**src/rtl/mem_arbiter_if.sv**
```systemverilog
// mem_arbiter_if: bus bundle between the pipeline core, the shared SRAM and
// mem_arbiter.
//   fetch port : i_oen, i_addr -> i_rdata, i_valid, i_stall
//   data port  : d_oen, d_wen, d_addr, d_wdata -> d_rdata, d_valid, d_stall
//   SRAM port  : mem_cen, mem_wen, mem_addr, mem_wdata <- mem_rdata
// modport slave  : arbiter view
// modport master : core + SRAM view (what a testbench drives)
interface mem_arbiter_if #(
  parameter int unsigned AW = 11,
  parameter int unsigned DW = 32
);
  logic          i_oen;
  logic [AW-1:0] i_addr;
  logic [DW-1:0] i_rdata;
  logic          i_valid;
  logic          i_stall;

  logic          d_oen;
  logic          d_wen;
  logic [AW-1:0] d_addr;
  logic [DW-1:0] d_wdata;
  logic [DW-1:0] d_rdata;
  logic          d_valid;
  logic          d_stall;

  logic          mem_cen;
  logic          mem_wen;
  logic [AW-1:0] mem_addr;
  logic [DW-1:0] mem_wdata;
  logic [DW-1:0] mem_rdata;

  modport slave (
    input  i_oen, i_addr, d_oen, d_wen, d_addr, d_wdata, mem_rdata,
    output i_rdata, i_valid, i_stall, d_rdata, d_valid, d_stall,
           mem_cen, mem_wen, mem_addr, mem_wdata
  );

  modport master (
    output i_oen, i_addr, d_oen, d_wen, d_addr, d_wdata, mem_rdata,
    input  i_rdata, i_valid, i_stall, d_rdata, d_valid, d_stall,
           mem_cen, mem_wen, mem_addr, mem_wdata
  );
endinterface

```
**src/rtl/mem_arbiter.sv**
```systemverilog
// mem_arbiter: shares one synchronous single-port SRAM (read latency 1)
// between the instruction-fetch port and the data port.
//   clk    : clock, rising edge
//   rst_n  : asynchronous active-low reset
//   bus    : mem_arbiter_if.slave (fetch, data and SRAM signals)
// Data wins by default; after MAX_DSTREAK consecutive data grants with a
// fetch waiting, the fetch is forced through for one cycle.
module mem_arbiter #(
  parameter int unsigned AW          = 11,
  parameter int unsigned DW          = 32,
  parameter int unsigned MAX_DSTREAK = 2
) (
  input  logic         clk,
  input  logic         rst_n,
  mem_arbiter_if.slave bus
);

  localparam int unsigned    SW   = $clog2(MAX_DSTREAK + 1);
  localparam logic [SW-1:0]  SMAX = SW'(MAX_DSTREAK);

  typedef enum logic [1:0] {
    TAG_NONE,
    TAG_INSTR,
    TAG_DATA
  } tag_e;

  tag_e          tag_q, tag_d;
  logic [SW-1:0] streak_q, streak_d;
  logic [DW-1:0] i_hold_q, i_hold_d;
  logic [DW-1:0] d_hold_q, d_hold_d;

  logic          ireq, dreq, dwrite;
  logic          igrant, dgrant;
  logic [AW-1:0] mem_addr_d;

  // Requests are masked during reset so that no grant or stall is visible
  // while rst_n is low.
  always_comb begin
    ireq   = rst_n & ~bus.i_oen;
    dreq   = rst_n & (~bus.d_oen | ~bus.d_wen);
    dwrite = ~bus.d_wen;
    dgrant = dreq & ~(ireq & (streak_q == SMAX));
    igrant = ireq & ~dgrant;
  end

  always_comb begin
    mem_addr_d = '0;
    if (dgrant)      mem_addr_d = bus.d_addr;
    else if (igrant) mem_addr_d = bus.i_addr;
  end

  assign bus.mem_cen   = ~(igrant | dgrant);
  assign bus.mem_wen   = ~(dgrant & dwrite);
  assign bus.mem_addr  = mem_addr_d;
  assign bus.mem_wdata = bus.d_wdata;
  assign bus.i_stall   = ireq & ~igrant;
  assign bus.d_stall   = dreq & ~dgrant;

  always_comb begin
    tag_d = TAG_NONE;
    if (igrant)                tag_d = TAG_INSTR;
    else if (dgrant & ~dwrite) tag_d = TAG_DATA;
  end

  always_comb begin
    streak_d = streak_q;
    if (!ireq || igrant) begin
      streak_d = '0;
    end else if (dgrant) begin
      streak_d = (streak_q == SMAX) ? SMAX : streak_q + 1'b1;
    end
  end

  always_comb begin
    i_hold_d = i_hold_q;
    d_hold_d = d_hold_q;
    if (tag_q == TAG_INSTR) i_hold_d = bus.mem_rdata;
    if (tag_q == TAG_DATA)  d_hold_d = bus.mem_rdata;
  end

  always_ff @(posedge clk or negedge rst_n) begin
    if (!rst_n) begin
      tag_q    <= TAG_NONE;
      streak_q <= '0;
      i_hold_q <= '0;
      d_hold_q <= '0;
    end else begin
      tag_q    <= tag_d;
      streak_q <= streak_d;
      i_hold_q <= i_hold_d;
      d_hold_q <= d_hold_d;
    end
  end

  // Returned data is forwarded straight from the SRAM in the valid cycle;
  // the hold registers keep it visible afterwards.
  assign bus.i_valid = (tag_q == TAG_INSTR);
  assign bus.d_valid = (tag_q == TAG_DATA);
  assign bus.i_rdata = (tag_q == TAG_INSTR) ? bus.mem_rdata : i_hold_q;
  assign bus.d_rdata = (tag_q == TAG_DATA)  ? bus.mem_rdata : d_hold_q;

endmodule
```
**src/flat_wrapper.sv**
```systemverilog
// flat-port wrapper written by rule: the top's interface ports become plain ports
module mem_arbiter_flat 
#(
  parameter int unsigned AW          = 11,
  parameter int unsigned DW          = 32,
  parameter int unsigned MAX_DSTREAK = 2
)
  (clk, rst_n, bus_i_oen, bus_i_addr, bus_d_oen, bus_d_wen, bus_d_addr, bus_d_wdata, bus_mem_rdata, bus_i_rdata, bus_i_valid, bus_i_stall, bus_d_rdata, bus_d_valid, bus_d_stall, bus_mem_cen, bus_mem_wen, bus_mem_addr, bus_mem_wdata);
  mem_arbiter_if #(.AW(AW), .DW(DW)) bus_i ();
  input  logic clk;
  input  logic rst_n;
  input wire logic [$bits(bus_i.i_oen)-1:0] bus_i_oen;
  input wire logic [$bits(bus_i.i_addr)-1:0] bus_i_addr;
  input wire logic [$bits(bus_i.d_oen)-1:0] bus_d_oen;
  input wire logic [$bits(bus_i.d_wen)-1:0] bus_d_wen;
  input wire logic [$bits(bus_i.d_addr)-1:0] bus_d_addr;
  input wire logic [$bits(bus_i.d_wdata)-1:0] bus_d_wdata;
  input wire logic [$bits(bus_i.mem_rdata)-1:0] bus_mem_rdata;
  output wire logic [$bits(bus_i.i_rdata)-1:0] bus_i_rdata;
  output wire logic [$bits(bus_i.i_valid)-1:0] bus_i_valid;
  output wire logic [$bits(bus_i.i_stall)-1:0] bus_i_stall;
  output wire logic [$bits(bus_i.d_rdata)-1:0] bus_d_rdata;
  output wire logic [$bits(bus_i.d_valid)-1:0] bus_d_valid;
  output wire logic [$bits(bus_i.d_stall)-1:0] bus_d_stall;
  output wire logic [$bits(bus_i.mem_cen)-1:0] bus_mem_cen;
  output wire logic [$bits(bus_i.mem_wen)-1:0] bus_mem_wen;
  output wire logic [$bits(bus_i.mem_addr)-1:0] bus_mem_addr;
  output wire logic [$bits(bus_i.mem_wdata)-1:0] bus_mem_wdata;
  assign bus_i.i_oen = bus_i_oen;
  assign bus_i.i_addr = bus_i_addr;
  assign bus_i.d_oen = bus_d_oen;
  assign bus_i.d_wen = bus_d_wen;
  assign bus_i.d_addr = bus_d_addr;
  assign bus_i.d_wdata = bus_d_wdata;
  assign bus_i.mem_rdata = bus_mem_rdata;
  assign bus_i_rdata = bus_i.i_rdata;
  assign bus_i_valid = bus_i.i_valid;
  assign bus_i_stall = bus_i.i_stall;
  assign bus_d_rdata = bus_i.d_rdata;
  assign bus_d_valid = bus_i.d_valid;
  assign bus_d_stall = bus_i.d_stall;
  assign bus_mem_cen = bus_i.mem_cen;
  assign bus_mem_wen = bus_i.mem_wen;
  assign bus_mem_addr = bus_i.mem_addr;
  assign bus_mem_wdata = bus_i.mem_wdata;
  mem_arbiter #(.AW(AW), .DW(DW), .MAX_DSTREAK(MAX_DSTREAK)) u_core (.clk(clk), .rst_n(rst_n), .bus(bus_i));
endmodule
```
**config.mk**
```make
export PLATFORM = sky130hd
export DESIGN_NAME = mem_arbiter_flat
export DESIGN_NICKNAME = d
export VERILOG_FILES = /design/src/rtl/mem_arbiter_if.sv /design/src/rtl/mem_arbiter.sv /design/src/flat_wrapper.sv
export SDC_FILE = /design/constraint.sdc
export NUM_CORES = 1
export LEC_CHECK = 0
export CAP_MARGIN = 0
export CORE_ASPECT_RATIO = 1.2
export CORE_UTILIZATION = 37
export CTS_CLUSTER_DIAMETER = 150
export DETAILED_ROUTE_END_ITERATION = 10
export GPL_TIMING_DRIVEN = 0
export PLACE_DENSITY = 0.81
export SLEW_MARGIN = 25
export SYNTH_ARGS = -nofsm -noshare
export SYNTH_HDL_FRONTEND = slang
export SYNTH_SLANG_ARGS = --single-unit
```
**constraint.sdc**
```tcl
create_clock -name clk -period 1.63 [get_ports clk]
set_input_delay 0.2445 -clock clk [delete_from_list [all_inputs] [get_ports clk]]
set_output_delay 0.2445 -clock clk [all_outputs]
set_load 0.005 [all_outputs]
```
# After elaboration in Yosys (flattened, before gate mapping)
# Index checks and enable logic that the tools add are counted.
# W data, S select, Z words.
[op_classes] n_eq_ne=3 muxes=9 reduce_logical=3 n_addsub=1 n_bitwise=19
[ops] operator="$mux W32" n=2
[ops] operator="$mux W11" n=2
[ops] operator="$mux W2" n=5
[ops] operator="$and A1 B1 Y1" n=9
[ops] operator="$not A1 Y1" n=8
[ops] operator="$eq A2 B2 Y1 const B" n=2
[ops] operator="$add A2 B1 Y2 const B" n=1
[ops] operator="$eq A2 B1 Y1 const B" n=1
[ops] operator="$or A1 B1 Y1" n=2
[ops] operator="$reduce_bool A2 Y1" n=1
[ops] operator="$logic_not A1 Y1" n=1
[ops] operator="$logic_or A1 B1 Y1" n=1
[totals] reg_bits=68 elab_cells=39 output_inout_bits=113 in_bits=91

# Logic depth before layout (Yosys ltp)
# Gate-level depths: netlist (run 1).
[logic_depth] word_depth=9 ltp_mapped=6

# Least setup slack after synthesis (run 1)
# OpenSTA, ideal clock, no wires.
[synth_path] path_kind="register to output" from="register u_core.streak_q[0]" to="output port bus_mem_addr[1]" n_path_buf=1 setup_slack_ns=0.213 path_stages_with_launch=7 t_arrival_ns=1.173 path_cell_list="dfrtp_1 > inv_1 > ha_1 > nand2b_1 > and3_4 > buf_6 > a22o_1"
[synth_between] elab_chain_cells=8
[synth_rtl] element="start: declaration" line="mem_arbiter.sv:28" rtl="logic [SW-1:0] streak_q, streak_d;"
[synth_rtl] element="start signal: assignment" line="mem_arbiter.sv:89" rtl="streak_q <= streak_d;"
[synth_rtl] element="$eq A2 B2 Y1 (*)" line="mem_arbiter.sv:42" rtl="dgrant = dreq & ~(ireq & (streak_q == SMAX));"
[synth_rtl] element="$and A1 B1 Y1 (*)" line="mem_arbiter.sv:42"
[synth_rtl] element="$not A1 Y1 (*)" line="mem_arbiter.sv:42"
[synth_rtl] element="$and A1 B1 Y1 (*)" line="mem_arbiter.sv:42"
[synth_rtl] element="$not A1 Y1" line="mem_arbiter.sv:43" rtl="igrant = ireq & ~dgrant;"
[synth_rtl] element="$and A1 B1 Y1" line="mem_arbiter.sv:43"
[synth_rtl] element="$mux W11" line="mem_arbiter.sv:49" rtl="else if (igrant) mem_addr_d = bus.i_addr;"
[synth_rtl] element="$mux W11 (*)" line="mem_arbiter.sv:48" rtl="if (dgrant) mem_addr_d = bus.d_addr;"
[synth_rtl] element="end: declaration" line="flat_wrapper.sv:27" rtl="output wire logic [$bits(bus_i.mem_addr)-1:0] bus_mem_addr;"
# Mark *: on every way between the ends. The rest lies on a longest branch, timed or not.

# Worst setup path in the final report (run 1)
[layout_path] from="register u_core.streak_q[0]" to="output port bus_mem_addr[9]"
# Same word-level chain as after synthesis.

==> out/metrics.csv, run 1 <==
stage;metric;value;unit
setup_path;CP max stage delay;0.38;ns
setup_path;Critical Path RT;1.39;ns
placed_design;Final HPWL DP;6623;um
setup_path;Most common cell on crit path;buf_6;
clocking;Sink Count;68;
floorplanning;Die Span Y;104.1;um
clocking;Clk pin slew, worst setup/hold paths;0.08;ns
final_layout;layout overhead on the synthesized area;79.14;%
setup_path;worst-path cell chain;inv_2 -> ha_4 -> nand2b_1 -> and3_4 -> buf_6 -> buf_6 -> a22o_1 -> buf_6;
logic_synthesis;Compound-Gate Fraction of Synth Area;0.03152;
final_layout;most common cell after layout, fill and taps aside;clkdlybuf4s50_1;
logic_synthesis;Synth Area in Simple Gates;0.02957;
logic_synthesis;warning count from the yosys run;0;
drt;Final ANT Viol Nets;0;
power;Worst VDD drop;0.4663;mV
power;Clk network pwr share;0.231;
setup_path;WP depth;8;
setup_path;critical path's slowest cell;dfrtp_1;
setup_path;R2R setup slack;0.02;ns
final_layout;layout cell share with drive strength beyond 1;0.5681;
placed_design;Final Wtd Congestion;0.7991;
final_layout;# diodes;0;
logic_synthesis;FF+latch count, synth;68;
logic_synthesis;post-synthesis mux area share;0.2918;
timing;RSZ-0062 raised after global routing;true;
logic_synthesis;Cells after Synth;206;
grt;GRT Overall Usage;0.2127;
logic_synthesis;unique cell type count in the Yosys netlist;19;
timing;Slew Viols, Final;0;
logic_synthesis;syn_nets;299;
power;Flop pwr share;0.373;
timing;Period Utilization, post-route;1.230;
final_layout;Fillers;601;
final_layout;most frequent cells in the layout;clkdlybuf4s50_1, dfrtp_1, mux2_4, buf_4, buf_6;
logic_synthesis;largest family of logic cells by synthesized area;multiplexers;
logic_synthesis;adder-cell share of the synthesized area;0.007782;
setup_path;Buf/Inv on CP;4;
setup_path;critical path type;reg -> out;
drt;initial DRC count;30;
clocking;CTS tree;yes;
drt;Routed Wire Length;9658;um
power;leakage power total;0.002848;uW
timing;worst-case setup margin in the final layout;-0.3746;ns
clocking;htree depth;3;
grt;total grt overflow;0;
final_layout;Final nets;522;
setup_path;crit path capture type;output port;
logic_synthesis;area leader, netlist;dfrtp_1;
setup_path;r2r endpoint;u_core.i_hold_q[20];
grt;number of global-route vias before repair;2724;
logic_synthesis;Mean Syn Cell Area;15.61;um^2
status;status;complete, but fails checks;
grt;initial antenna violation count;0;
floorplanning;# rows;36;
setup_path;type of origin of the critical path;register;
clocking;CTS Buf Count;9;
floorplanning;I/O pins;204;
floorplanning;initial core utilization;0.3880;
logic_synthesis;post-synthesis cell area;0.003216;mm^2
logic_synthesis;top cell type's share of synthesized area;0.5292;
logic_synthesis;post-synthesis sequential area ratio;0.5292;
timing;Slew Limit Headroom;0.6552;
status;failing checks;negative setup slack;
placed_design;pre-CTS setup slack;-0.7630;ns
floorplanning;core area;0.008288;mm^2
clocking;Worst-Skew Late Latency;0.33;ns
timing;endpoints failing setup;78;
setup_path;crit-path max FO;7;
drt;Post-route DRC;0;
final_layout;post-route cell area;0.005761;mm^2
drt;Via density;4.484;
clocking;deepest clock path buffer count;2;
power;Gate power share;0.396;
power;sw frac;0.2489;
setup_path;Critical Path End;bus_mem_addr[9];
grt;largest net degree at the start of global routing;27;
timing;Worst-Margin Slew;0.5173;ns
min_path;Hold Crit Class;in -> async;
setup_path;cell count of the worst reg-to-reg path;7;
run;Max Cap Viol;0;
grt;first-pass GRT wire length;14340;um
setup_path;Setup crit start;u_core.streak_q[0];
setup_path;crit path DAT;1.76;ns
floorplanning;Die ar.;0.009069;mm^2
setup_path;delay-heaviest family, CP;buffers and inverters;
timing;Peak Freq;498.8;MHz
timing;Fin Clk Skew;0.007173;ns
clocking;Root Buffer;clkbuf_8;
final_layout;post-route core utilization;0.6950;
floorplanning;Die Wd;87.10;um
power;Net Sw Power;1447;uW
power;Pwr Density;1009;mW/mm^2
drt;first drt pass iteration count;4;
logic_synthesis;synth top area cells;dfrtp_1, mux2_4, buf_4;
drt;Via Count;2453;
timing;Fin. Hold Viols;0;
setup_path;worst r2r src;u_core.tag_q[1];
placed_design;PortBufs;171;
placed_design;dpl cell area;0.005095;mm^2
logic_synthesis;Synth Area in XOR/XNOR;0;
power;P_int;4367;uW
drt;WL/cell;17.66;um
timing;post-layout min period;2.005;ns
-- repair_timing --
item                                   in CTS  in global routing
setup endpoints to repair                  81                 79
pin swaps                                   9                  4
resized for setup                         347                 37
hold buffers                                2                  0
buffers inserted                           22                 13
endpoints found under the hold margin      19                  0
cloned                                      4                  2
-- area by class of cell --
class / instances / area, um^2 / area share
Timing Repair Buffer: 214 / 2132 / 0.3701
Clock inverter: 4 / 50.05 / 0.008688
Tap cell: 114 / 142.6 / 0.02476
Clock buffer: 11 / 141.4 / 0.02454
Buffer: 40 / 366.6 / 0.06364
Sequential cell: 68 / 1702 / 0.2954
Inverter: 3 / 11.26 / 0.001955
Multi-Input combinational cell: 93 / 1215 / 0.2109
-- cells by family (layout without fill, tap and decap cells) --
kind of cell,Yosys count,in the layout
buf+inv,45,272
fa+ha+maj,2,2
simple gates,15,15
mux,64,64
flops,68,68
compound gates,12,12
-- sequential cells by signal, summed over array words and instances (netlist names) --
signal	count
u_core.i_hold_q	32
u_core.streak_q	2
u_core.d_hold_q	32
u_core.tag_q	2
-- synth_stat cells --
cell type / count
nor2_1: 1
buf_6: 8
inv_1: 3
and4b_1: 1
nor2b_1: 1
nand3_1: 1
buf_2: 1
and2_1: 3
nand2b_1: 4
ha_1: 2
mux2_4: 58
a21oi_1: 1
and3_4: 1
dfrtp_1: 68
a22o_1: 11
mux2_2: 6
nand2_1: 2
buf_4: 33
nor3b_1: 1
-- power groups by stage --
stage | Clock, uW | Combinational (uW) | Sequential [uW]
3_3_place_gp | 0 | 1960 | 2170
5_1_grt | 1440 | 2460 | 2190
6_report | 1340 | 2300 | 2170
2_1_floorplan | 0 | 830 | 2150
3_5_place_dp | 0 | 1990 | 2190
4_1_cts | 1390 | 2250 | 2160
-- worst min-delay path by stage --
stage	end	slack, ns
after floorplan	u_core.d_hold_q[0]	-0.05
after global placement	u_core.d_hold_q[12]	0.48
after detailed placement	u_core.d_hold_q[18]	0.15
after CTS	u_core.i_hold_q[11]	0.02
after global routing	u_core.i_hold_q[11]	0.03
final	u_core.i_hold_q[23]	0.01
-- per-layer routing --
metal  part of all wire  routed length [um]  up-vias  track usage
met3              0.070                 677       12      0.05079
met2               0.55                5336      127       0.3988
li1                   -                   -     1121            -
met1               0.36                3513     1193       0.2316
met4              0.014                 131        0      0.06206
met5                  0                   0        -            0
-- through the flow --
| step | TNS (ns) | instances | total power, uW | hold WS, ns |
|---|---|---|---|---|
| 5_1_grt | -23.79 | 547 | 6093 | 0.02736 |
| 3_5_place_dp | -20.55 | 492 | 4184 | 0.1511 |
| 6_report | -19.05 | 547 | 5813 | 0.01003 |
| 2_1_floorplan | 0 | 206 | 2978 | -0.05109 |
| 3_3_place_gp | -202.01 | 491 | 4124 | 0.4756 |
| 4_1_cts | -22.21 | 535 | 5795 | 0.02067 |
No activity file was read; power rests on OpenSTA's default activity.
==> inputs of run 2 (changes only) <==
--- a/config.mk
+++ b/config.mk
@@ -7,11 +7,13 @@
 export LEC_CHECK = 0
 export CAP_MARGIN = 0
 export CORE_ASPECT_RATIO = 1.2
-export CORE_UTILIZATION = 37
+export CORE_UTILIZATION = 38
+export CTS_BUF_LIST = sky130_fd_sc_hd__clkbuf_4 sky130_fd_sc_hd__clkbuf_8
 export CTS_CLUSTER_DIAMETER = 150
 export DETAILED_ROUTE_END_ITERATION = 10
 export GPL_TIMING_DRIVEN = 0
-export PLACE_DENSITY = 0.81
+export MAX_ROUTING_LAYER = met4
+export PLACE_DENSITY = 0.83
 export SLEW_MARGIN = 25
 export SYNTH_ARGS = -nofsm -noshare
 export SYNTH_HDL_FRONTEND = slang
==> run 2 against run 1 <==
  * Die area shrank 2.6%
  * Count of clock-buffer cells in the layout grew 1
  * Maximum frequency grew 1.3%
  * Non-clock buffer count shrank 4
  * Cell count shrank 0.55%
  * Combinational power shrank 5%
  * Critical path depth shrank 2
  * First-iteration DRC count grew 13%
  * The flow still finishes with violations (negative setup slack)
  * Global-route usage is essentially flat
  * Setup slack gained 0.026 ns
  * Register-to-register slack gained 0.06 ns
  * Core utilization grew 1.6 points
==> out/metrics.csv, run 2 (same netlist as run 1, synthesis figures left out) <==
stage;metric;value;unit;change
timing;endpoints failing setup;78;;unchanged
clocking;CTS Buf Count;9;;unchanged
power;Flop pwr share;0.375;;+0.002
final_layout;most common cell after layout, fill and taps aside;clkdlybuf4s50_1;;
floorplanning;# rows;36;;unchanged
drt;uppermost layer routed;met4;;
timing;Slew Limit Headroom;0.8462;;+0.1910
final_layout;most frequent cells in the layout;clkdlybuf4s50_1, dfrtp_1, mux2_4, buf_6, buf_4;;
setup_path;Critical Path RT;1.39;ns;about the same
power;total power;5761;uW;-0.91%
setup_path;type of origin of the critical path;register;;
drt;Final ANT Viol Nets;0;;unchanged
placed_design;Final HPWL DP;6739;um;+1.7%
timing;Worst-Margin Slew;0.2300;ns;-0.2873 ns
drt;WL/cell;17.22;um;-2.5%
timing;post-layout min period;1.979;ns;-0.02614 ns
drt;Routed Wire Length;9367;um;-3.0%
drt;metal2 WL;5050;um;-5.4%
power;sw frac;0.2440;;-0.004831
clocking;htree depth;3;;unchanged
power;P_int;4355;uW;-0.27%
min_path;Hold Crit Class;in -> reg;;
setup_path;critical path type;reg -> out;;
clocking;Worst-Skew Late Latency;0.33;ns;about the same
setup_path;crit path DAT;1.73;ns;-0.03 ns
placed_design;pre-CTS setup slack;-0.7028;ns;+0.06016 ns
grt;first-pass GRT wire length;13430;um;-6.4%
power;Worst VDD drop;0.4400;mV;-5.6%
setup_path;crit-path max FO;8;;+1
final_layout;layout cell share with drive strength beyond 1;0.5279;;-0.04022
final_layout;multi-input combinational cell area;0.001212;mm^2;-0.21%
drt;Met3 Wirelength;731;um;+8.0%
setup_path;Setup crit start;u_core.tag_q[1];;
clocking;deepest clock path buffer count;2;;unchanged
drt;initial DRC count;34;;+13%
floorplanning;I/O pins;204;;unchanged
power;Clk network pwr share;0.247;;+0.016
final_layout;Largest regs;u_core.d_hold_q x32, u_core.i_hold_q x32;;
run;Max Cap Viol;0;;unchanged
floorplanning;core area;0.008153;mm^2;-1.6%
status;failing checks;negative setup slack;;
status;status;complete, but fails checks;;
grt;total grt overflow;0;;unchanged
timing;setup tns final;-20.44;ns;-1.393 ns
clocking;Clk pin slew, worst setup/hold paths;0.07;ns;about the same
clocking;Sink Count;68;;unchanged
floorplanning;Die ar.;0.008836;mm^2;-2.6%
grt;initial antenna violation count;0;;unchanged
timing;Fin. Hold Viols;0;;unchanged
power;leakage power total;0.002800;uW;-1.7%
setup_path;crit path capture type;output port;;
timing;worst-case setup margin in the final layout;-0.3485;ns;+0.02614 ns
final_layout;layout overhead on the synthesized area;80.35;%;
timing;Period Utilization, post-route;1.214;;-0.01603
drt;Via Count;2436;;-0.69%
final_layout;Reg area;0.001702;mm^2;unchanged
drt;Post-route DRC;0;;unchanged
power;Pwr Density;993.3;mW/mm^2;-1.6%
placed_design;PortBufs;171;;unchanged
final_layout;Fillers;551;;-8.3%
grt;largest net degree at the start of global routing;37;;+37%
timing;Fin Clk Skew;0.01053;ns;+0.003355 ns
grt;GRT Overall Usage;0.2131;;+0.0003842
timing;Slew Viols, Final;0;;unchanged
floorplanning;Die Span Y;102.8;um;-1.3%
timing;RSZ-0062 raised after global routing;true;;
setup_path;worst r2r src;u_core.tag_q[1];;
floorplanning;Die Wd;85.98;um;-1.3%
placed_design;Final Wtd Congestion;0.7667;;-4.1%
drt;Via density;4.478;;-0.15%
power;Gate power share;0.379;;-0.017
timing;Peak Freq;505.4;MHz;+1.3%
final_layout;# diodes;0;;unchanged
min_path;HP Start;bus_d_wen;;
drt;first drt pass iteration count;4;;unchanged
clocking;Root Buffer;clkbuf_8;;
drt;met1 WL;3438;um;-2.1%
grt;number of global-route vias before repair;2547;;-6.5%
floorplanning;initial core utilization;0.3944;;+0.006431
clocking;CTS tree;yes;;
final_layout;Final nets;518;;-0.77%
power;Net Sw Power;1406;uW;-2.8%
run 2: cell count changes in the layout (fill, tap and decap cells not counted), sizes merged:
cell           before  now
buf               139  135
bufbuf              1    0
clkbuf             33   18
clkdlybuf4s15       0   18
clkdlybuf4s50      87   88
clkinv              1    2
clkinvlp            2    1
dlygate4sd3         0    1
dlymetal6s2s        3    0
run 2: critical path, stage by stage (launching register included):
cell and delay, ns:
dfrtp_1 0.41, nor2b_4 0.21, buf_12 0.13, buf_12 0.13, buf_6 0.11, mux2_4 0.31, buf_6 0.12
run 2: final cells by class:
| class | count | area share |
|---|---|---|
| clock buffer | 12 | 0.02740 |
| multi-input combinational | 93 | 0.2091 |
| timing repair buffer | 209 | 0.3659 |
| buffer | 41 | 0.06947 |
| sequential | 68 | 0.2934 |
| tap | 114 | 0.02460 |
| inverter | 3 | 0.001942 |
| clock inverter | 4 | 0.008198 |
run 2: timing repair:
item	CTS	global route
pin swaps	13	2
resized for setup	353	10
setup endpoints to repair	81	80
hold buffers	2	0
hold endpoints to repair	32	0
setup buffers	23	7
gates cloned	2	3
run 2: stage by stage:
step	hold slack [ns]	instances	utilization	instance area, um^2
floorplan	-0.05109	206	-	3216
global placement	0.4754	491	0.6219	5070
detailed placement	0.2279	492	0.6240	5087
CTS	0.3871	535	0.6961	5675
global route	0.3994	544	0.7113	5799
finish	0.4034	544	0.7113	5799
run 2: worst paths after layout:
| kind | cells after the start | to | slack, ns |
|---|---|---|---|
| worst min-delay path | 2 | u_core.tag_q[1] | 0.40 |
| worst max register to register | 6 | u_core.i_hold_q[12] | 0.08 |
| worst min register to register | 1 | u_core.d_hold_q[31] | 0.49 |
| max in group asynchronous | 3 | u_core.tag_q[0] | 0.82 |
| worst max-delay path | 6 | bus_i_rdata[9] | -0.35 |
| min in group asynchronous | 3 | u_core.i_hold_q[21] | 0.63 |
run 2: layer usage:
layer	vias to the layer above	global-route usage
met4	0	0.07308
met2	129	0.3785
met1	1177	0.2195
met3	10	0.07366
met5	-	-
li1	1120	-
run 2: power groups by stage:
stage	logic [uW]	registers [uW]	clock network (uW)
floorplan	830	2150	0
global placement	1950	2170	0
detailed placement	1980	2180	0
CTS	2160	2160	1460
global route	2330	2190	1530
finish	2180	2160	1420
